`src/rtl/rv_pkg.sv`:
```
// Shared types for the regfile write-port arbiter: index/data widths, arbiter states, grant sources.
// Pure declarations; no latency or backpressure of its own.
package rv_pkg;

  localparam int REG_IDX_W = 5;
  localparam int XLEN      = 32;

  typedef enum logic {
    ARB_IDLE,
    ARB_STARVE
  } arb_state_t;

  typedef enum logic [1:0] {
    GNT_NONE,
    GNT_WB,
    GNT_MDU
  } gnt_src_t;

  // One-hot register mask with x0 forced out, so x0 can never be marked pending.
  function automatic logic [31:0] reg_mask(input logic en, input logic [REG_IDX_W-1:0] idx);
    logic [31:0] m;
    m = '0;
    if (en && (idx != '0)) m[idx] = 1'b1;
    return m;
  endfunction

endpackage

```
`src/rtl/wb_scoreboard.sv`:
```
// Pending-write scoreboard for MDU destinations with a three-port decode hazard lookup.
// Set/clear take effect the next cycle; the lookup reads registered state only, so no backpressure.
module wb_scoreboard
  import rv_pkg::*;
#(
  parameter int NREG = 32
) (
  input  logic                 clk,
  input  logic                 rst_n,
  input  logic                 set_en,
  input  logic [REG_IDX_W-1:0] set_idx,
  input  logic                 clr_en,
  input  logic [REG_IDX_W-1:0] clr_idx,
  input  logic [REG_IDX_W-1:0] rs1,
  input  logic [REG_IDX_W-1:0] rs2,
  input  logic [REG_IDX_W-1:0] rd,
  output logic [NREG-1:0]      pending,
  output logic                 stall
);

  logic [NREG-1:0] pend_q;
  logic [NREG-1:0] pend_d;
  logic [NREG-1:0] set_mask;
  logic [NREG-1:0] clr_mask;

  assign set_mask = NREG'(reg_mask(set_en, set_idx));
  assign clr_mask = NREG'(reg_mask(clr_en, clr_idx));

  // Applying the set after the clear makes a same-cycle issue win over a retiring result.
  always_comb begin
    pend_d    = (pend_q & ~clr_mask) | set_mask;
    pend_d[0] = 1'b0;
  end

  always_ff @(posedge clk) begin
    if (!rst_n) begin
      pend_q <= '0;
    end else begin
      pend_q <= pend_d;
    end
  end

  // A register retiring this cycle still stalls: its value reaches the regfile one cycle later.
  assign stall   = pend_q[rs1] | pend_q[rs2] | pend_q[rd];
  assign pending = pend_q;

endmodule

```
`src/rtl/regfile_wb_arbiter.sv`:
```
// Shares the regfile write port between the pipeline writeback (never stalled) and the MDU (valid/ready).
// Write lands 1 cycle after grant; MDU waits at most STARVE_LIMIT+1 cycles via a one-cycle pipe_hold.
module regfile_wb_arbiter
  import rv_pkg::*;
#(
  parameter int STARVE_LIMIT = 4,
  parameter int NREG         = 32
) (
  input  logic        clk,
  input  logic        rst_n,
  input  logic        wb_valid,
  input  logic [4:0]  wb_rd,
  input  logic [31:0] wb_data,
  input  logic        mdu_valid,
  input  logic [4:0]  mdu_rd,
  input  logic [31:0] mdu_data,
  output logic        mdu_ready,
  input  logic        iss_valid,
  input  logic [4:0]  iss_rd,
  input  logic [4:0]  dec_rs1,
  input  logic [4:0]  dec_rs2,
  input  logic [4:0]  dec_rd,
  output logic        dec_stall,
  output logic        pipe_hold,
  output logic        rf_we,
  output logic [4:0]  rf_rd,
  output logic [31:0] rf_wd,
  output logic [31:0] pending
);

  localparam logic [3:0] LIMIT = 4'(STARVE_LIMIT);

  arb_state_t state_q;
  arb_state_t state_d;
  logic [3:0] cnt_q;
  logic [3:0] cnt_d;
  gnt_src_t   gnt;
  logic       mdu_refused;

  // Grant: the pipeline wins unless it is being held off for starvation relief.
  always_comb begin
    gnt = GNT_NONE;
    if (wb_valid && !pipe_hold) begin
      gnt = GNT_WB;
    end else if (mdu_valid) begin
      gnt = GNT_MDU;
    end
  end

  assign mdu_ready   = (gnt == GNT_MDU);
  assign mdu_refused = mdu_valid && !mdu_ready;

  always_ff @(posedge clk) begin
    if (!rst_n) begin
      state_q <= ARB_IDLE;
      cnt_q   <= '0;
    end else begin
      state_q <= state_d;
      cnt_q   <= cnt_d;
    end
  end

  always_comb begin
    state_d = state_q;
    cnt_d   = cnt_q;
    case (state_q)
      ARB_IDLE: begin
        if (mdu_refused) begin
          if (cnt_q == LIMIT - 4'd1) begin
            state_d = ARB_STARVE;
            cnt_d   = '0;
          end else begin
            cnt_d = cnt_q + 4'd1;
          end
        end else begin
          cnt_d = '0;
        end
      end
      ARB_STARVE: begin
        state_d = ARB_IDLE;
        cnt_d   = '0;
      end
      default: begin
        state_d = ARB_IDLE;
        cnt_d   = '0;
      end
    endcase
  end

  always_comb begin
    pipe_hold = (state_q == ARB_STARVE);
  end

  // rd=0 grants still consume the slot but never assert the regfile write enable.
  always_ff @(posedge clk) begin
    if (!rst_n) begin
      rf_we <= 1'b0;
      rf_rd <= '0;
      rf_wd <= '0;
    end else begin
      case (gnt)
        GNT_WB: begin
          rf_we <= (wb_rd != 5'd0);
          rf_rd <= wb_rd;
          rf_wd <= wb_data;
        end
        GNT_MDU: begin
          rf_we <= (mdu_rd != 5'd0);
          rf_rd <= mdu_rd;
          rf_wd <= mdu_data;
        end
        default: begin
          rf_we <= 1'b0;
        end
      endcase
    end
  end

  logic [NREG-1:0] sb_pending;

  wb_scoreboard #(
    .NREG(NREG)
  ) u_scoreboard (
    .clk     (clk),
    .rst_n   (rst_n),
    .set_en  (iss_valid),
    .set_idx (iss_rd),
    .clr_en  (mdu_ready),
    .clr_idx (mdu_rd),
    .rs1     (dec_rs1),
    .rs2     (dec_rs2),
    .rd      (dec_rd),
    .pending (sb_pending),
    .stall   (dec_stall)
  );

  assign pending = 32'(sb_pending);

  a_no_wb_during_hold : assert property (@(posedge clk) disable iff (!rst_n)
    !(wb_valid && pipe_hold));

  a_x0_never_pending : assert property (@(posedge clk) disable iff (!rst_n)
    !pending[0]);

endmodule

```
`config.mk`:
```
export PLATFORM = sky130hd
export DESIGN_NAME = regfile_wb_arbiter
export DESIGN_NICKNAME = d
export VERILOG_FILES = /design/src/rtl/rv_pkg.sv /design/src/rtl/wb_scoreboard.sv /design/src/rtl/regfile_wb_arbiter.sv
export SDC_FILE = /design/constraint.sdc
export NUM_CORES = 1
export LEC_CHECK = 0
export ABC_AREA = 1
export ABC_CLOCK_PERIOD_IN_PS = 2750
export CORE_ASPECT_RATIO = 0.75
export CORE_MARGIN = 3
export CORE_UTILIZATION = 35
export DETAILED_ROUTE_END_ITERATION = 6
export MAX_ROUTING_LAYER = met4
export PLACE_DENSITY = 0.75
export SYNTH_ARGS = -nofsm -noshare
export SYNTH_HDL_FRONTEND = slang
export SYNTH_SLANG_ARGS = --single-unit
```
`constraint.sdc`:
```
create_clock -name clk -period 2.75 [get_ports clk]
set_input_delay 0.55 -clock clk [delete_from_list [all_inputs] [get_ports clk]]
set_output_delay 0.55 -clock clk [all_outputs]
set_load 0.005 [all_outputs]
```
==> metrics.md, run 1 <==
| Metric | Value |
|---|---|
| Die Wd | roughly 130 um |
| Critical R2R Launch | pipe_hold |
| H-tree levels | 3 |
| Min-Delay Path Class | register to register |
| WHS | around 440 ps |
| Final TNS setup | 0 ps |
| Worst path cell trace | clkdlybuf4s50_1 -> inv_1 -> nor2_8 -> nor2_8 -> clkdlybuf4s50_1 |
| Total clock sinks | 74 |
| Worst EP arrival | about 1900 ps |
| Worst skew pair latency | approximately 330 ps |
| Synthesized area per cell | 6.425 sq um |
| Slowest-stage cell, CP | clkdlybuf4s50_1 |
| Final min period | around 2500 ps |
| Clock-pin slew on the worst setup and hold paths | about 60 ps |
| Cell Pwr Density | between 400 and 500 nW/um^2 |
| Routed WL | 15.50 mm |
| Max-Cap Viols | 0 |
| First-pass GRT wire length | ~24 mm |
| Core area | roughly 12000 sq um |
| Final instance area | ~6400 sq um |
| Total number of vias | 5080 |
| Synth warn | 0 |
| Top-area cell type share of the netlist area | 35.09% |
| Max VDD drop | ~330 uV |
| Detail Route Antenna Nets | 0 |
| Syn Nets | about 760 |
| DR WL/cell | approximately 16 um |
| Crit path kind | primary input to output pin |
| Setup crit start kind | primary input |
| IO buf count | 170 |
| DRT Pass-1 Iters | 6 |
| Detailed placement HPWL | roughly 11 mm |
| Synth unique cells | 30 |
| Setup violations, final | 0 |
| Final max-slew violation count | 0 |
| Hold Path Origin | cnt_q[0] |
| Worst setup startpoint | wb_valid |
| Area leader, netlist | dfxtp_1 |
| RSZ-0062 raised after global routing | no |
| Final net count | 921 |
| #FFs+latches synth | 74 |
| Register area share after synthesis | between 30% and 40% |
| Clock buffer depth | 2 |
| Largest net degree at the start of global routing | 38 |
| Clock Skews | 8.858 ps |
| Final worst-path setup slack | between 200 and 300 ps |
| Mapped Area | around 4200 sq um |
| Die area | around 13000 sq um |
| Worst stage delay on the critical path | about 550 ps |
| DRC | 0 |
| Initial DRC Count | about 560 |
| Most frequent cells in the layout | 164 x clkdlybuf4s50_1, 161 x nand2_1, 129 x nand3_1 |
| TritonCTS buffer count | 9 |
| Commonest non-fill, non-tap cell in the layout | clkdlybuf4s50_1 |
| Worst path required time | around 2200 ps |
| N_diodes | 0 |
| Root Buffer | clkbuf_16 |
| Antenna violations before repair | 0 |
| Critical path endpoint category | output pin |
| Period utilization | 89.50% |
| Fmax | 0.4063 GHz |
| Post-Synthesis Cells | ~660 |
| Status | finished clean |
| Overall routing resource usage | a little under a quarter |
| Post-placement cell area | roughly 6100 sq um |
| RePlAce Congestion | 0.9462 |
| IO Pins | roughly 170 |
| Final hold vios | 0 |
| Max_slew headroom | approximately 50% |
| Top cells by area, synth | dfxtp_1 35%, nand3_1 15%, nand2_1 14% |
| Number of global-route vias before repair | 4498 |
| Hold_buf cts | 0 |
| Leak | between 0.002 and 0.003 uW |
| Share of cells above drive strength 1 | approximately 5.9% |
| Tightest Pin Transition | around 750 ps |
| Final Core Density | roughly 55% |
| Setup Slack @ Placement | -159.5 ps |
| GR Overflow Total | 0 |
| Family with the most delay on the worst path | buffers and inverters |
| Die Ht | 101.1 um |
| TritonCTS clock tree | yes |
| Row cnt | 34 |
| Critical path fanouts, max | 7 |
| Layout area overhead | 51.60% |
| Worst Path Buf+Inv | 3 |
| Vias per cell | about 5.1 |
| Initial core utilization | approximately 36% |
-- through the flow --
step | power, uW | cells
finish | 2850 | 988
global route | 2977 | 988
CTS | 2866 | 987
detailed placement | 1752 | 971
global placement | 1750 | 971
floorplan | 1420 | 657
-- where the power goes --
part	internal [uW]	switching, uW
logic	307	270
clock network	663	450
registers	1130	33.2
-- layer usage --
layer  wire length, um  vias up  GRT usage [%]  share of wire, %
met5                 0        -              -                 0
met4               154        0          4.952              0.99
li1                  -     2524              -                 -
met2              6843      262          34.44                44
met3              1624       14          6.537                10
met1              6873     2280          32.04                44
-- repair_timing --
| item | CTS | global route |
|---|---|---|
| setup endpoints to repair | 1 | 1 |
| buffers inserted | 0 | 1 |
| gates resized for setup | 11 | 6 |
| pin swaps | 0 | 0 |
-- path summary, 6_finish.rpt --
check	endpoint	slack, ps	cells past startpoint
min	cnt_q[0]	440	1
max	mdu_ready	290	5
min reg2reg	cnt_q[0]	440	1
max reg2reg	u_scoreboard.pending[15]	1210	7
-- synth_stat cells, drive strengths merged --
master / n
or2: 1
o21ai: 30
nand4: 3
nor4: 1
nor2: 80
clkbuf: 5
o22ai: 1
conb: 1
nand2: 163
buf: 28
nand3: 129
o221ai: 3
inv: 60
dfxtp: 74
o31ai: 38
o21bai: 1
o211ai: 2
ha: 1
a21oi: 34
nor3: 2
-- kinds of logic after synthesis --
logic type      Yosys count  share of synthesized area [%]
other cells               1                        0.08883
simple gates            379                          39.00
buf+inv                  93                          9.781
fa+ha+maj                 1                         0.2963
flops                    74                          35.09
compound gates          109                          15.74
-- sequential cells by signal, summed over array words and instances (netlist names) --
name                  flops
rf_wd                    32
u_scoreboard.pending     31
rf_rd                     5
cnt_q                     4
pipe_hold                 1
rf_we                     1
-- final cells by class --
cell class	count	area [sq um]
Inverter	60	235.2
Fill cell	1145	5299
Timing Repair Buffer	186	1863
Tap cell	162	202.7
Clock buffer	11	252.7
Multi-Input combinational cell	490	2327
Sequential cell	74	1481
Clock inverter	5	37.54
No activity file was read; power rests on OpenSTA's default activity.
==> inputs of run 2 (changes only) <==
==> constraint.sdc (replaced) <==
create_clock -name clk -period 2.75 [get_ports clk]
set_input_delay 0.55 -clock clk [delete_from_list [all_inputs] [get_ports clk]]
set_output_delay 0.55 -clock clk [all_outputs]
set_load 0.1 [all_outputs]
==> run 2 against run 1 <==
Combinational power rose by 66%. Core utilization decreased by 1.7 points. Global-route usage shrank 0.097 points. Non-clock buffer count is 5 lower. Via count down 1.0%. Worst hold slack better by 14 ps. Final cell count decreased by 0.61%. Highest routed layer unchanged. Worst setup slack lost 150 ps.
==> metrics.md, run 2 (synthesized netlist as in run 1, its figures left out) <==
| Metric | Value |
|---|---|
| Final min period | 2613 ps (was 2461 ps) |
| Clock buffer depth | 2 (unchanged) |
| Total number of vias | 5027 (was 5080) |
| Die Wd | 132.8 um (unchanged) |
| Detail Route Antenna Nets | 0 (unchanged) |
| Number of global-route vias before repair | 4397 (was 4498) |
| DR WL/cell | 15.94 um (was 15.68 um) |
| Cell Pwr Density | 530.2 nW/um^2 (was 445.3 nW/um^2) |
| Setup violations, final | 0 (unchanged) |
| Period utilization | 95.02% (was 89.50%) |
| Critical R2R Launch | pipe_hold (unchanged) |
| Initial core utilization | 36.09% (unchanged) |
| Die area | 13430 sq um (unchanged) |
| Worst path required time | 2200 ps (about the same) |
| First-pass GRT wire length | 24.05 mm (was 24.26 mm) |
| Status | finished clean (unchanged) |
| RSZ-0062 raised after global routing | no (unchanged) |
| Critical path endpoint category | output pin (unchanged) |
| Min-Delay Path Class | register to register (unchanged) |
| IO Pins | 172 (unchanged) |
| Final Core Density | 53.05% (was 54.71%) |
| Max-Cap Viols | 0 (unchanged) |
| Final max-slew violation count | 0 (unchanged) |
| Detailed placement HPWL | 11.57 mm (was 11.35 mm) |
| Cell count of the worst reg-to-reg path | 7 (unchanged) |
| Clock Skews | 6.069 ps (was 8.858 ps) |
| Total clock sinks | 74 (unchanged) |
| Worst stage delay on the critical path | 470 ps (was 550 ps) |
| Core area | 11700 sq um (unchanged) |
| Antenna violations before repair | 0 (unchanged) |
| Max VDD drop | 323.2 uV (was 329.5 uV) |
| Setup Slack @ Placement | 145.2 ps (was -159.5 ps) |
| Final hold vios | 0 (unchanged) |
| Most frequent cells in the layout | 161 x nand2_1, 128 x nand3_1, 98 x clkdlybuf4s50_1 (was 164 x clkdlybuf4s50_1, 161 x nand2_1, 129 x nand3_1) |
| N_diodes | 0 (unchanged) |
| Clock-pin slew on the worst setup and hold paths | 60 ps (about the same) |
| Worst path cell trace | clkdlybuf4s50_1 -> inv_2 -> nand2_1 -> nand3_1 -> nand3_1 -> nand3_1 -> nand3_1 -> nand2_1 -> nand3_2 -> buf_12 (was clkdlybuf4s50_1 -> inv_1 -> nor2_8 -> nor2_8 -> clkdlybuf4s50_1) |
| Routed WL | 15.65 mm (was 15.50 mm) |
| WHS | 458.6 ps (was 444.6 ps) |
| Commonest non-fill, non-tap cell in the layout | nand2_1 (was clkdlybuf4s50_1) |
| Initial DRC Count | 568 (was 561) |
| CP Capture Point | dec_stall (was mdu_ready) |
| GR Overflow Total | 0 (unchanged) |
| Worst skew pair latency | 340 ps (was 330 ps) |
| Crit path kind | primary input to output pin (unchanged) |
| Final worst-path setup slack | 137.1 ps (was 288.7 ps) |
| IO buf count | 170 (unchanged) |
| Combinational Power Share | 29.1% (was 20.3%) |
| Max reg flops | 32 (unchanged) |
| Largest net degree at the start of global routing | 38 (unchanged) |
| FF+latch area | 1481 sq um (unchanged) |
| Share of cells above drive strength 1 | 13.66% (was 5.932%) |
| DRC | 0 (unchanged) |
| Tightest Pin Transition | 667.7 ps (was 748.0 ps) |
| Clock Power Share | 35.6% (was 39.1%) |
| Most Frequent Cell on Critical Path | nand3_1 |
| Internal | 2139 uW (was 2096 uW) |
| Final TNS setup | 0 ps (unchanged) |
| Row cnt | 34 (unchanged) |
| Fillers | 1140 (was 1145) |
| Final net count | 916 (was 921) |
| R2r endpoint | u_scoreboard.pending[31] (was u_scoreboard.pending[15]) |
| DRT Pass-1 Iters | 5 (was 6) |
| Leak | 0.002662 uW (was 0.002572 uW) |
| Vias per cell | 5.119 (was 5.142) |
| Critical path fanouts, max | 15 (was 7) |
| Die Ht | 101.1 um (unchanged) |
| Register-to-register setup slack | 1210 ps (about the same) |
| RePlAce Congestion | 0.9525 (was 0.9462) |
| Flop pwr share | 35.3% (was 40.7%) |
| Max_slew headroom | 55.42% (was 49.95%) |
| Overall routing resource usage | 23.27% (was 23.37%) |
| Setup bufs post-CTS | 0 (unchanged) |
| TritonCTS clock tree | yes (unchanged) |
| Worst EP arrival | 2060 ps (was 1910 ps) |
| Worst setup startpoint | dec_rd[0] (was wb_valid) |
| Dpl cells | 967 (was 971) |
| Multi-input logic area | 2332 sq um (was 2327 sq um) |
| H-tree levels | 3 (unchanged) |
| Sw Ratio | 34.99% (was 26.45%) |
| Final cell count without fillers | 982 (was 988) |
| TritonCTS buffer count | 9 (unchanged) |
| Setup crit start kind | primary input (unchanged) |
| P_sw | 1151 uW (was 753.8 uW) |
| Slowest-stage cell, CP | clkdlybuf4s50_1 (unchanged) |
| Top reg by flops | rf_wd (unchanged) |
| Fmax | 0.3827 GHz (was 0.4063 GHz) |
| Layout area overhead | 47.01% (was 51.60%) |
| Root Buffer | clkbuf_16 (unchanged) |
==> run 2: routing by layer <==
layer / GRT usage, % / routed length (um) / part of all wire (%) / vias to the layer above
met3: 4.890 / 1480 / 9.5 / 30
met4: 7.029 / 321 / 2.1 / 0
met2: 33.07 / 6709 / 43 / 240
met5: - / 0 / 0 / -
met1: 33.03 / 7138 / 46 / 2246
li1: - / - / - / 2511
==> run 2: worst max-delay path, delay by kind of cell <==
kind | cells | cell delay [ps]
buffers and inverters | 3 | 890
and+or+nand+nor | 7 | 620
==> run 2: final cells by class <==
type | count | share of cell area, %
Sequential cell | 74 | 23.87
Clock buffer | 11 | 3.911
Tap cell | 162 | 3.266
Clock inverter | 4 | 0.8468
Multi-Input combinational cell | 490 | 37.58
Inverter | 60 | 3.669
Timing Repair Buffer | 181 | 26.85
==> run 2: worst min-delay path by stage <==
stage / cells past startpoint / slack [ps] / end / from
2_1_floorplan: 1 / 420 / cnt_q[0] / cnt_q[0]
3_3_place_gp: 1 / 430 / cnt_q[0] / cnt_q[0]
3_5_place_dp: 1 / 440 / cnt_q[0] / cnt_q[0]
4_1_cts: 1 / 460 / cnt_q[0] / cnt_q[0]
5_1_grt: 1 / 490 / cnt_q[0] / cnt_q[0]
6_report: 1 / 460 / cnt_q[0] / cnt_q[0]
==> run 2: stage by stage <==
step                total power, uW  cell area [sq um]
floorplan                      1817               4227
global placement               2135               5911
detailed placement             2136               5911
CTS                            3306               6206
global route                   3406               6206
finish                         3290               6206
==> run 2: what timing repair did <==
| action | 4_1_cts | 5_1_grt |
|---|---|---|
| endpoints found under the setup margin | 0 | 1 |
| gates resized for setup | 0 | 1 |
| hold buffers | 0 | 0 |
==> run 2: power groups by stage <==
| stage | combinational, uW | clock [uW] | sequential (uW) |
|---|---|---|---|
| finish | 957 | 1170 | 1160 |
| global route | 1010 | 1230 | 1170 |
| CTS | 954 | 1190 | 1160 |
| detailed placement | 952 | 0 | 1180 |
| global placement | 952 | 0 | 1180 |
| floorplan | 263 | 0 | 1550 |
==> RTL change (settings of run 2) <==
Make the reset (`rst_n`) asynchronous in 3 clocked blocks.
--- a/src/rtl/wb_scoreboard.sv
+++ b/src/rtl/wb_scoreboard.sv
@@ -33,5 +33,5 @@
   end
 
-  always_ff @(posedge clk) begin
+  always_ff @(posedge clk or negedge rst_n) begin
     if (!rst_n) begin
       pend_q <= '0;
--- a/src/rtl/regfile_wb_arbiter.sv
+++ b/src/rtl/regfile_wb_arbiter.sv
@@ -51,5 +51,5 @@
   assign mdu_refused = mdu_valid && !mdu_ready;
 
-  always_ff @(posedge clk) begin
+  always_ff @(posedge clk or negedge rst_n) begin
     if (!rst_n) begin
       state_q <= ARB_IDLE;
@@ -93,5 +93,5 @@
 
   // rd=0 grants still consume the slot but never assert the regfile write enable.
-  always_ff @(posedge clk) begin
+  always_ff @(posedge clk or negedge rst_n) begin
     if (!rst_n) begin
       rf_we <= 1'b0;
Check against the original RTL: differs if rst_n is asserted again (counterexample within 4 cycles, from zero or initial values and one cycle with rst_n low); with rst_n held inactive, the same outputs for 10 cycles.
==> RTL change against run 2 <==
  * Sequential share of layout area grew 5.5 points
  * Hold slack lost 0.10 ns
  * Synthesized area grew 1.4%
  * First-iteration DRC count shrank 11%
  * Sequential cell count is the same
  * Register-to-register slack lost 0.04 ns
  * Setup slack gained 0.032 ns
  * Clock skew shrank 0.0012 ns
  * Design area grew 1.5%
  * Utilization grew 0.39 points
  * Routed wire length grew 3.9%
Power is not compared: it rests on default switching activity, and its combinational part moved more than twofold at a synthesized area within 25%.
==> RTL change: results (changes against run 2) <==
Status
  – Outcome: completed

Final layout
  – #MultiIn Comb: 452 (-7.8%)
  – Clock Buffer Count: 9 (-2)
  – Sequential cell count: 74 (unchanged)
  – Non-clock buffer share: 26.6% (-0.23 points)
  – Non-clock inverters: 54 (-10%)
  – Nets: 875 (-4.5%)
  – Fraction of area in multi-input gates: 32.8% (-4.8 points)
  – Repair and plain buffers: 184 (+1.7%)
  – Fillers: 1,120 (-1.8%)
  – Sequential share of cell area: 29.4% (+5.5 points)
  – Layout cells sized above 1: 15.3% (+1.6 points)

Synth
  – Top_reg_cell synth: dfrtp_1
  – Synthesized area: 4280 um2 (+1.4%)
  – Async SR Flop Fraction: 100% (+100 points)
  – Syn Inst Count: 606 (-7.8%)
  – Synth area leaders: dfrtp_1 43%, nand2_1 20%, nand3_1 14%, o21ai_0 5.7%, inv_1 4.3%
  – Cell variety after synth: 33 (+10%)
  – Syn_nets: 706 (-6.7%)
  – Register area share after synthesis: 43.2% (+8.2 points)
  – Synth cell count leaders: 223 x nand2_1, 119 x nand3_1, 74 x dfrtp_1, 49 x inv_1, 49 x o21ai_0

Placed design
  – Area after DPL: 5990 um2 (+1.3%)
  – Placer congestion estimate: 0.927 (-2.7%)
  – Placement Setup Slack: 0.0998 ns (-0.0454 ns)
  – DP HPWL: 12,400 um (+7.1%)
  – Dpl cells: 926 (-4.2%)

Global route
  – Number of global-route vias before repair: 4,694 (+6.8%)
  – Largest net degree at the start of global routing: 75 (+97%)

Route
  – DR iter-0 viols: 506 (-11%)
  – Via count: 4,862 (-3.3%)
  – Avg WL per Cell: 17.3 um (+8.3%)

Worst setup path
  – Max stage delay on crit path: 0.57 ns (+0.10 ns)
  – CP Max Fanout: 5 (-10)
  – Flop-to-flop setup slack: 1.17 ns (-0.04 ns)
  – RR Endpoint: u_scoreboard.pending[14]
  – CP Data Arrival Time: 2.03 ns (-0.03 ns)
  – Source of the worst register-to-register timing path: pipe_hold

Hold path
  – HP Class: input pin to async pin

STA
  – Worst-margin pin slew: 0.938 ns (+0.271 ns)
  – Worst Hold Slack: 0.355 ns (-0.104 ns)
  – Clk_skew: 0.00486 ns (-0.00120 ns)
-- RTL change: changes by cell type in the layout (fill, tap and decap cells not counted), sizes merged, moves of 33 or more --
cell / run 2 / this run
nor2: 80 / 23
a21oi: 34 / 0
nand2: 163 / 224
dfxtp: 74 / 0
dfrtp: 0 / 74
o31ai: 38 / 5
-- RTL change: power by group --
group          internal (mW)  leakage [nW]  switching (mW)
registers               1.25         0.896           0.271
logic                  0.530          1.98            1.71
clock network          0.700         0.145           0.461
total                   2.48          3.02            2.45
-- RTL change: how the worst max path moves through the flow --
| stage | end | slack (ns) | start |
|---|---|---|---|
| CTS | dec_stall | 0.10 | dec_rs2[0] |
| floorplan | dec_stall | 0.30 | u_scoreboard.pending[5] |
| finish | dec_stall | 0.17 | dec_rd[1] |
| global placement | dec_stall | 0.14 | dec_rs2[0] |
| detailed placement | dec_stall | 0.1 | dec_rs2[0] |
| global route | dec_stall | 0.03 | dec_rd[1] |
-- RTL change: timing repair --
item,4_1_cts,5_1_grt
hold buffers,0,0
endpoints found under the setup margin,0,1
gates resized for setup,0,6
-- RTL change: routing by layer --
metal | track usage [%] | routed length, um | vias to the layer above
met2 | 38.0 | 7560 | 201
met1 | 32.8 | 7250 | 2306
met3 | 6.41 | 1170 | 25
li1 | - | - | 2330
met4 | 7.35 | 278 | 0
met5 | - | 0 | -
-- RTL change: logic make-up after synthesis --
family | synth area share [%]
AOI/OAI and AO/OA | 8.85
xor gates and xnor gates | 0.409
adders and majority gates | 0.292
buffers and inverters | 8.68
DFF | 43.2
other | 0.0876
and+or+nand+nor | 38.4
